<file path="config.mk">
export PLATFORM = sky130hd
export DESIGN_NAME = dmem_arbiter
export DESIGN_NICKNAME = d
export VERILOG_FILES = /design/src/rtl/dmem_arbiter.sv
export SDC_FILE = /design/constraint.sdc
export NUM_CORES = 1
export LEC_CHECK = 0
export ABC_AREA = 1
export CELL_PAD_IN_SITES_DETAIL_PLACEMENT = 0
export CELL_PAD_IN_SITES_GLOBAL_PLACEMENT = 1
export CORE_UTILIZATION = 27
export CTS_CLUSTER_DIAMETER = 120
export CTS_CLUSTER_SIZE = 28
export DETAILED_ROUTE_END_ITERATION = 16
export GPL_TIMING_DRIVEN = 0
export PLACE_DENSITY = 0.8
export RECOVER_POWER = 25
export SYNTH_ARGS = -nofsm -noshare
export SYNTH_HDL_FRONTEND = slang
export SYNTH_SLANG_ARGS = --single-unit
</file>
<file path="constraint.sdc">
create_clock -name clk -period 1.32 [get_ports clk]
set_input_delay 0.33 -clock clk [delete_from_list [all_inputs] [get_ports clk]]
set_output_delay 0.33 -clock clk [all_outputs]
set_load 0.005 [all_outputs]
</file>
<file path="src/rtl/dmem_arbiter.sv">
// Round-robin arbiter and access sequencer placing two requesters (m0 core load/store,
// m1 DMA/loader) in front of the word-addressed data memory, with a registered response per port.
module dmem_arbiter #(
   parameter int unsigned ACCESS_CYCLES = 1,
   parameter int unsigned MEM_BYTES     = 16384
) (
   input  logic        clk,
   input  logic        rst_n,
   input  logic        m0_req,
   input  logic        m0_we,
   input  logic [31:0] m0_addr,
   input  logic [31:0] m0_wdata,
   output logic        m0_ack,
   output logic        m0_err,
   output logic [31:0] m0_rdata,
   input  logic        m1_req,
   input  logic        m1_we,
   input  logic [31:0] m1_addr,
   input  logic [31:0] m1_wdata,
   output logic        m1_ack,
   output logic        m1_err,
   output logic [31:0] m1_rdata,
   output logic        mem_read,
   output logic        mem_write,
   output logic [31:0] mem_address,
   output logic [31:0] mem_write_data,
   input  logic [31:0] mem_read_data
);

   localparam logic [0:0] S_IDLE = 1'b0;
   localparam logic [0:0] S_OWN  = 1'b1;

   localparam int unsigned      CNT_W    = (ACCESS_CYCLES > 1) ? $clog2(ACCESS_CYCLES) : 1;
   localparam logic [CNT_W-1:0] CNT_LOAD = CNT_W'(ACCESS_CYCLES - 1);

   logic [0:0]       state_q, state_d;
   logic             owner_q, owner_d;
   logic             last_owner_q, last_owner_d;
   logic             we_q, we_d;
   logic [31:0]      addr_q, addr_d;
   logic [31:0]      wdata_q, wdata_d;
   logic [CNT_W-1:0] cnt_q, cnt_d;
   logic [1:0]       ack_q, ack_d;
   logic [1:0]       err_q, err_d;
   logic [31:0]      rdata0_q, rdata0_d;
   logic [31:0]      rdata1_q, rdata1_d;

   logic [1:0] elig;
   logic       bad;
   logic       last_cycle;
   logic       grant;
   logic       grant_id;

   // The registered ack hides a request that is still high during its own ack cycle.
   assign elig       = {m1_req, m0_req} & ~ack_q;
   assign bad        = (addr_q >= MEM_BYTES) | (addr_q[1:0] != 2'b00);
   assign last_cycle = (state_q == S_OWN) && (cnt_q == '0);

   // NOTE: every signal written here gets a default first, so no latch is inferred.
   always_comb begin
      state_d      = state_q;
      owner_d      = owner_q;
      last_owner_d = last_owner_q;
      we_d         = we_q;
      addr_d       = addr_q;
      wdata_d      = wdata_q;
      cnt_d        = cnt_q;
      ack_d        = 2'b00;
      err_d        = 2'b00;
      rdata0_d     = rdata0_q;
      rdata1_d     = rdata1_q;
      grant        = 1'b0;
      grant_id     = 1'b0;

      if (state_q == S_IDLE) begin
         if (elig == 2'b11) begin
            grant    = 1'b1;
            grant_id = ~last_owner_q;
         end else if (elig != 2'b00) begin
            grant    = 1'b1;
            grant_id = elig[1];
         end
      end else if (last_cycle) begin
         ack_d[owner_q] = 1'b1;
         err_d[owner_q] = bad;
         if (owner_q) rdata1_d = mem_read ? mem_read_data : 32'h0;
         else         rdata0_d = mem_read ? mem_read_data : 32'h0;
         state_d = S_IDLE;
         // Hand straight over to the other port; the finishing owner is never regranted here.
         if (elig[~owner_q]) begin
            grant    = 1'b1;
            grant_id = ~owner_q;
         end
      end else begin
         cnt_d = cnt_q - 1'b1;
      end

      if (grant) begin
         state_d      = S_OWN;
         owner_d      = grant_id;
         last_owner_d = grant_id;
         we_d         = grant_id ? m1_we    : m0_we;
         addr_d       = grant_id ? m1_addr  : m0_addr;
         wdata_d      = grant_id ? m1_wdata : m0_wdata;
         cnt_d        = CNT_LOAD;
      end
   end

   // NOTE: registers use non-blocking assignments so they all update together at the edge.
   always_ff @(posedge clk or negedge rst_n) begin
      if (!rst_n) begin
         state_q      <= S_IDLE;
         owner_q      <= 1'b0;
         last_owner_q <= 1'b1;
         we_q         <= 1'b0;
         addr_q       <= 32'h0;
         wdata_q      <= 32'h0;
         cnt_q        <= '0;
         ack_q        <= 2'b00;
         err_q        <= 2'b00;
         rdata0_q     <= 32'h0;
         rdata1_q     <= 32'h0;
      end else begin
         state_q      <= state_d;
         owner_q      <= owner_d;
         last_owner_q <= last_owner_d;
         we_q         <= we_d;
         addr_q       <= addr_d;
         wdata_q      <= wdata_d;
         cnt_q        <= cnt_d;
         ack_q        <= ack_d;
         err_q        <= err_d;
         rdata0_q     <= rdata0_d;
         rdata1_q     <= rdata1_d;
      end
   end

   // A write strobes only in the final cycle so each access writes exactly once.
   assign mem_read       = (state_q == S_OWN) & ~we_q & ~bad;
   assign mem_write      = last_cycle & we_q & ~bad;
   assign mem_address    = addr_q;
   assign mem_write_data = wdata_q;

   assign m0_ack   = ack_q[0];
   assign m0_err   = err_q[0];
   assign m0_rdata = rdata0_q;
   assign m1_ack   = ack_q[1];
   assign m1_err   = err_q[1];
   assign m1_rdata = rdata1_q;

endmodule

</file>
==> results.yml, run 1 <==
logic_synthesis:
  synth_top_area_share_pct: 51.1
  synth_top_family_by_area: "simple AND/OR/NAND/NOR gates"
  synthCells: 833
  synth.most_common_cell: "nand2_1"
  synth_compound_area_share_pct: 0.414
  synthesis.area_um2: 6650
  synth_nets: 999
  synth_area_leaders: "dfrtp_1, nand2_1, nand3b_1"
  yosys.area.top_type: "dfrtp_1"
  synthAdderAreaFrac_pct: 0
  synth.area.mux_share_pct: 0
  synth_xor_xnor_area_share_pct: 0
  synth-simple-area-share_pct: 38.9
  avgSynthCellArea_um2: 7.99
  ys_seq_area_share_pct: 51.5
  yosys_warnings: 0
  synth_edf_count: 0
  synth_flop_cell: "dfrtp_1"
  ys_seq_elements: 137
  yosysUniqueCellTypes: 21
  synth_common_cells: "nand2_1, dfrtp_1, inv_1"
  synthArstFlopShare_pct: 100
sta:
  postLayoutSetupSlackWorst_ns: -0.816
  finClkSkew_ns: 0.0105
  timing.final.crit_share_pct: 162
  fmax_mhz: 468
  setup_tns_ns: -40.42
  finalHoldViolCount: 0
  hold_ws_ns: 0.0468
  setup_violations: 141
  rsz0062_at_grt: "yes"
  period_minus_slack_ns: 2.14
  slew_headroom_pct: 37.8
  drv_slew: 0
  tightest_slew_ns: 0.933
setup_path:
  critPathLaunch: "mem_address[25]"
  worstSetupStartpointType: "register"
  worst-setup-path-type: "reg -> out"
  reg2reg_from: "mem_address[25]"
  cp.arrival_ns: 1.81
  cp_slowest_cell: "dfrtp_1"
  crit_chain: "nor2_2 > nand2_2 > nor2_4 > nand2_2 > nor2_4 > buf_6 > inv_4 > nor3_4 > buf_2"
  crit_buf_inv: 3
  critPathMaxFanout: 4
  cp.required_ns: 0.99
  worst_r2r_path_depth: 11
  max_stage_delay_ns: 0.40
  cpLargestDelayFamily: "simple AND/OR/NAND/NOR gates"
  worstSetupEndpointType: "primary output"
  crit_end: "mem_read"
  cp.depth: 9
  r2r-end: "m0_rdata[2]"
  r2r_slack_ns: -0.46
cts:
  cts_num_sinks: 137
  clkTransAtPathRegs_ns: 0.06
  clk_latency_ns: 0.42
  cts_tree: "done"
  cts_buffers: 17
  root_buffer: "clkbuf_16"
  cts-htree-levels: 4
  cts_buffer_depth: 2
cells_and_area:
  diodes: 0
  stdcell_count: 1586
  final_area_um2: 12800
  nets: 1415
  drive_gt1_share_pct: 32.8
  area_growth_pct: 92.0
  utilization_pct: 52.7
grt:
  grt_overflow: 0
  antenna_found_initial: 0
  grt_pass1_vias: 7033
  grt_pass1_wl_um: 39600
  track_usage_pct: 20.1
  grt_max_degree: 77
drt:
  routed_wl_um: 26700
  viasPerCell: 4.56
  vias: 7229
  drc_errors: 0
  initialDrtViolationCount: 345
  wl_per_cell_um: 16.8
  ant_nets: 0
  drt-pass1-iter-count: 5
place:
  placed_area_um2: 10100
  io_buffers: 299
  detailed_place_hpwl_um: 17500
  pre_cts_ws_ns: -1.04
  dpl.cell_count: 1457
  gp_congestion: 0.778
floorplanning:
  die-area_um2: 25300
  die_h_um: 159
  core_area_um2: 24200
  num_io_pins: 300
  die_x_um: 159
  rows: 57
  start_util_pct: 27.4
job:
  drv_cap: 0
power:
  p_leak_nw: 7.42
  p_clk_share_pct: 19.2
  total_power_mw: 26.0
  pwr-share-comb_pct: 57.0
  p_int_mw: 15.5
  pwr-share-seq_pct: 23.8
  ir_drop_mv: 1.04
  p_sw_share_pct: 40.3
  switching_power_mw: 10.5
  power_density_nw_per_um2: 2030
outcome:
  status: "finished with violations"
  violations: "negative setup slack"
hold_path:
  hold_path.class: "in -> async"
## state kept, by name, indices dropped and copies added (netlist names), 2 cells and up
register	flops
m0_rdata	32
m1_rdata	32
mem_address	32
mem_write_data	32
ack_q	2
err_q	2
## power groups by stage
stage	clock network [mW]	registers, mW	logic (mW)
3_3_place_gp	0	6.21	9.75
6_report	4.98	6.19	14.8
3_5_place_dp	0	6.18	9.85
2_1_floorplan	0	6.22	5.00
4_1_cts	5.13	6.15	12.7
5_1_grt	5.26	6.31	16.0
## final cells by class
type	count	area, um2
well taps	324	405
multi-input cells	558	3420
fillers	2254	11500
inverters	78	300
flip-flops and latches	137	3430
plain buffers	57	612
clock inverters	15	178
clock buffers	17	425
repair buffers	400	4000
## kinds of logic after synthesis
logic type	after synthesis
buffers and inverters	138
AOI/OAI and AO/OA	5
and+or+nand+nor	553
DFF	137
## worst min path at each step
stage | startpoint | end | slack [ns]
floorplan | rst_n | ack_q[0] | 0.03
global placement | last_owner_q | last_owner_q | 0.45
detailed placement | rst_n | m0_rdata[10] | 0.37
CTS | rst_n | m0_rdata[10] | -0.09
global route | rst_n | m0_rdata[2] | 0.13
finish | rst_n | m0_rdata[10] | 0.05
## cells in the final DEF (no fill, tap or decap), types with 23 or more instances in the layout
cell type / instances
buf_6: 31
nand2_4: 42
nand3b_1: 65
buf_2: 23
clkbuf_2: 57
nand4_1: 65
dfrtp_1: 135
inv_1: 69
clkbuf_16: 25
nand3_2: 61
clkdlybuf4s50_1: 163
buf_4: 64
dlymetal6s2s_1: 57
nand2_1: 270
## worst reg2reg max path: stages (launching register included)
cell and delay, ns:
dfrtp_1 0.40, nor2_2 0.17, nand2_2 0.10, nor2_4 0.09
nand2_2 0.07, nor2_4 0.14, buf_6 0.13, buf_4 0.15
buf_12 0.15, buf_8 0.12, nand4_1 0.11, nand2_1 0.10
## routing by layer
metal / vias up / global-route usage (%) / share of wire [%]
met1: 3389 / 25.1 / 41
met4: 0 / 5.46 / 1.3
li1: 3513 / - / -
met3: 25 / 5.76 / 7.9
met5: - / 0 / 0
met2: 302 / 33.8 / 49
## repair_timing
action | in CTS | in global routing
endpoints found under the setup margin | 270 | 260
buffers inserted | 31 | 53
gates resized for setup | 219 | 386
pin swaps | 23 | 88
hold endpoints to repair | 61 | 61
cloned | 14 | 8
Note: power is estimated with default switching activity, not from simulation.
==> inputs of run 2 (changes only) <==
==> constraint.sdc (replaced) <==
create_clock -name clk -period 1.32 [get_ports clk]
set_input_delay 0.33 -clock clk [delete_from_list [all_inputs] [get_ports clk]]
set_output_delay 0.33 -clock clk [all_outputs]
set_load 0.01 [all_outputs]
==> run 2 against run 1 <==
Net effect:
- the run still ends with negative setup slack left
- clock power shrank 7.6%
- hold slack gained 0.024 ns
- sequential cell count is the same
- cell count grew 0.57%
- count of clock-buffer cells in the layout is the same
- maximum frequency grew 3.5%
- first-iteration DRC count grew 49%
- register-to-register slack lost 0.04 ns
- via count grew 1.3%
- total power grew 0.36%
- combinational power grew 3%
- clock skew grew 0.0018 ns
- highest routed layer unchanged
==> results.yml, run 2 (synthesis results as in run 1) <==
setup_path:
  cp_slowest_cell: "dfrtp_1"
  worst_r2r_path_depth: 12
  worstSetupEndpointType: "primary output"
  worst-setup-path-type: "reg -> out"
  critPathMaxFanout: 4
  crit_end: "mem_read"
  r2r_slack_ns: -0.50
  worstSetupStartpointType: "register"
  reg2reg_from: "mem_address[19]"
  r2r-end: "m0_rdata[11]"
  cp.required_ns: 0.99
  cp.arrival_ns: 1.73
  critPathLaunch: "mem_address[19]"
  max_stage_delay_ns: 0.40
  crit_chain: "nor2_2 > nand2_1 > nor2_1 > nand2_1 > nor2_4 > buf_6 > inv_4 > nor3_4 > buf_6"
drt:
  initialDrtViolationCount: 515
  ant_nets: 0
  viasPerCell: 4.59
  vias: 7325
  routed_wl_um: 26600
  drt-pass1-iter-count: 5
  wl_per_cell_um: 16.7
  drc_errors: 0
power:
  total_power_mw: 26.1
  ir_drop_mv: 0.911
  power_density_nw_per_um2: 2130
  p_leak_nw: 6.49
job:
  drv_cap: 0
outcome:
  status: "finished with violations"
  violations: "negative setup slack"
floorplanning:
  start_util_pct: 27.4
  die_h_um: 159
  die_x_um: 159
  num_io_pins: 300
  rows: 57
  core_area_um2: 24200
  die-area_um2: 25300
place:
  io_buffers: 299
  placed_area_um2: 10100
  gp_congestion: 0.820
  dpl.cell_count: 1457
  detailed_place_hpwl_um: 17600
cts:
  clk_latency_ns: 0.42
  cts_buffers: 17
  cts_tree: "done"
  cts_buffer_depth: 2
  clkTransAtPathRegs_ns: 0.07
  cts-htree-levels: 4
  cts_num_sinks: 137
  root_buffer: "clkbuf_16"
grt:
  antenna_found_initial: 0
  track_usage_pct: 21.0
  grt_max_degree: 75
  grt_overflow: 0
  grt_pass1_wl_um: 41400
  grt_pass1_vias: 7450
sta:
  fmax_mhz: 484
  postLayoutSetupSlackWorst_ns: -0.745
  finalHoldViolCount: 0
  period_minus_slack_ns: 2.06
  tightest_slew_ns: 0.951
  hold_ws_ns: 0.0713
  finClkSkew_ns: 0.0122
  slew_headroom_pct: 36.6
  setup_violations: 148
  drv_slew: 0
  timing.final.crit_share_pct: 156
  rsz0062_at_grt: "yes"
cells_and_area:
  diodes: 0
  most-common-layout-cells: "nand2_1, clkdlybuf4s50_1, dfrtp_1, buf_2, inv_1"
  stdcell_count: 1595
  n_fill_cell: 2307
  area_growth_pct: 84.4
  final_common_cell: "nand2_1"
  drive_gt1_share_pct: 34.3
  final_area_um2: 12300
  nets: 1424
hold_path:
  hold_path.class: "in -> async"
[run 2: changes by cell type in the layout (fill, tap and decap cells not counted), sizes merged]
cell           delta
clkdlybuf4s50     +1
buf             +121
clkinv            +2
inv               -1
bufinv            -2
clkinvlp          +1
dlymetal6s2s     -57
clkbuf           -56
[run 2: layer usage]
layer	track usage [%]	wire length (um)	vias up
li1	-	-	3535
met1	26.4	11400	3482
met2	36.0	13100	285
met3	5.65	1930	23
met4	4.59	239	0
met5	0	0	-
[run 2: through the flow]
stage | setup TNS [ns] | worst slack [ns] | util [%]
2_1_floorplan | -4.20 | -0.218 | -
3_3_place_gp | -890.38 | -5.91 | 41.7
3_5_place_dp | -84.69 | -1.10 | 41.9
4_1_cts | -47.36 | -0.785 | 48.9
5_1_grt | -63.13 | -0.941 | 50.6
6_report | -46.92 | -0.745 | 50.6
[run 2: where the power goes]
part	total (mW)	switching, mW	internal [mW]
logic	15.3	7.79	7.49
registers	6.20	0.787	5.41
clock network	4.60	2.13	2.48
[run 2: critical path, delay by kind of cell, from the launching register on]
family / cells / cell delay (ns)
and+or+nand+nor: 6 / 0.61
DFF: 1 / 0.40
buffers and inverters: 3 / 0.30
[run 2: timing repair]
action,CTS,global route
endpoints found under the hold margin,63,63
gates resized for setup,758,80
gates cloned,20,6
pin swaps,73,87
endpoints found under the setup margin,270,173
setup buffers,71,25
[run 2: worst min-delay path by stage]
stage	from	endpoint	slack, ns	cells past startpoint
floorplan	rst_n	ack_q[0]	0.03	0
global placement	last_owner_q	last_owner_q	0.46	2
detailed placement	rst_n	m0_rdata[31]	0.37	1
CTS	rst_n	m0_rdata[31]	-0.08	1
global route	rst_n	m0_rdata[31]	0.14	1
finish	rst_n	m0_rdata[10]	0.07	1
[run 2: cell type report]
class | count | area (um2) | share of cell area (%)
Tap cell | 324 | 405 | 3.30
Inverter | 78 | 300 | 2.45
Multi-Input combinational cell | 558 | 3120 | 25.4
Clock inverter | 15 | 131 | 1.07
Sequential cell | 137 | 3430 | 28.0
Buffer | 58 | 598 | 4.87
Clock buffer | 17 | 425 | 3.47
Timing Repair Buffer | 408 | 3860 | 31.5
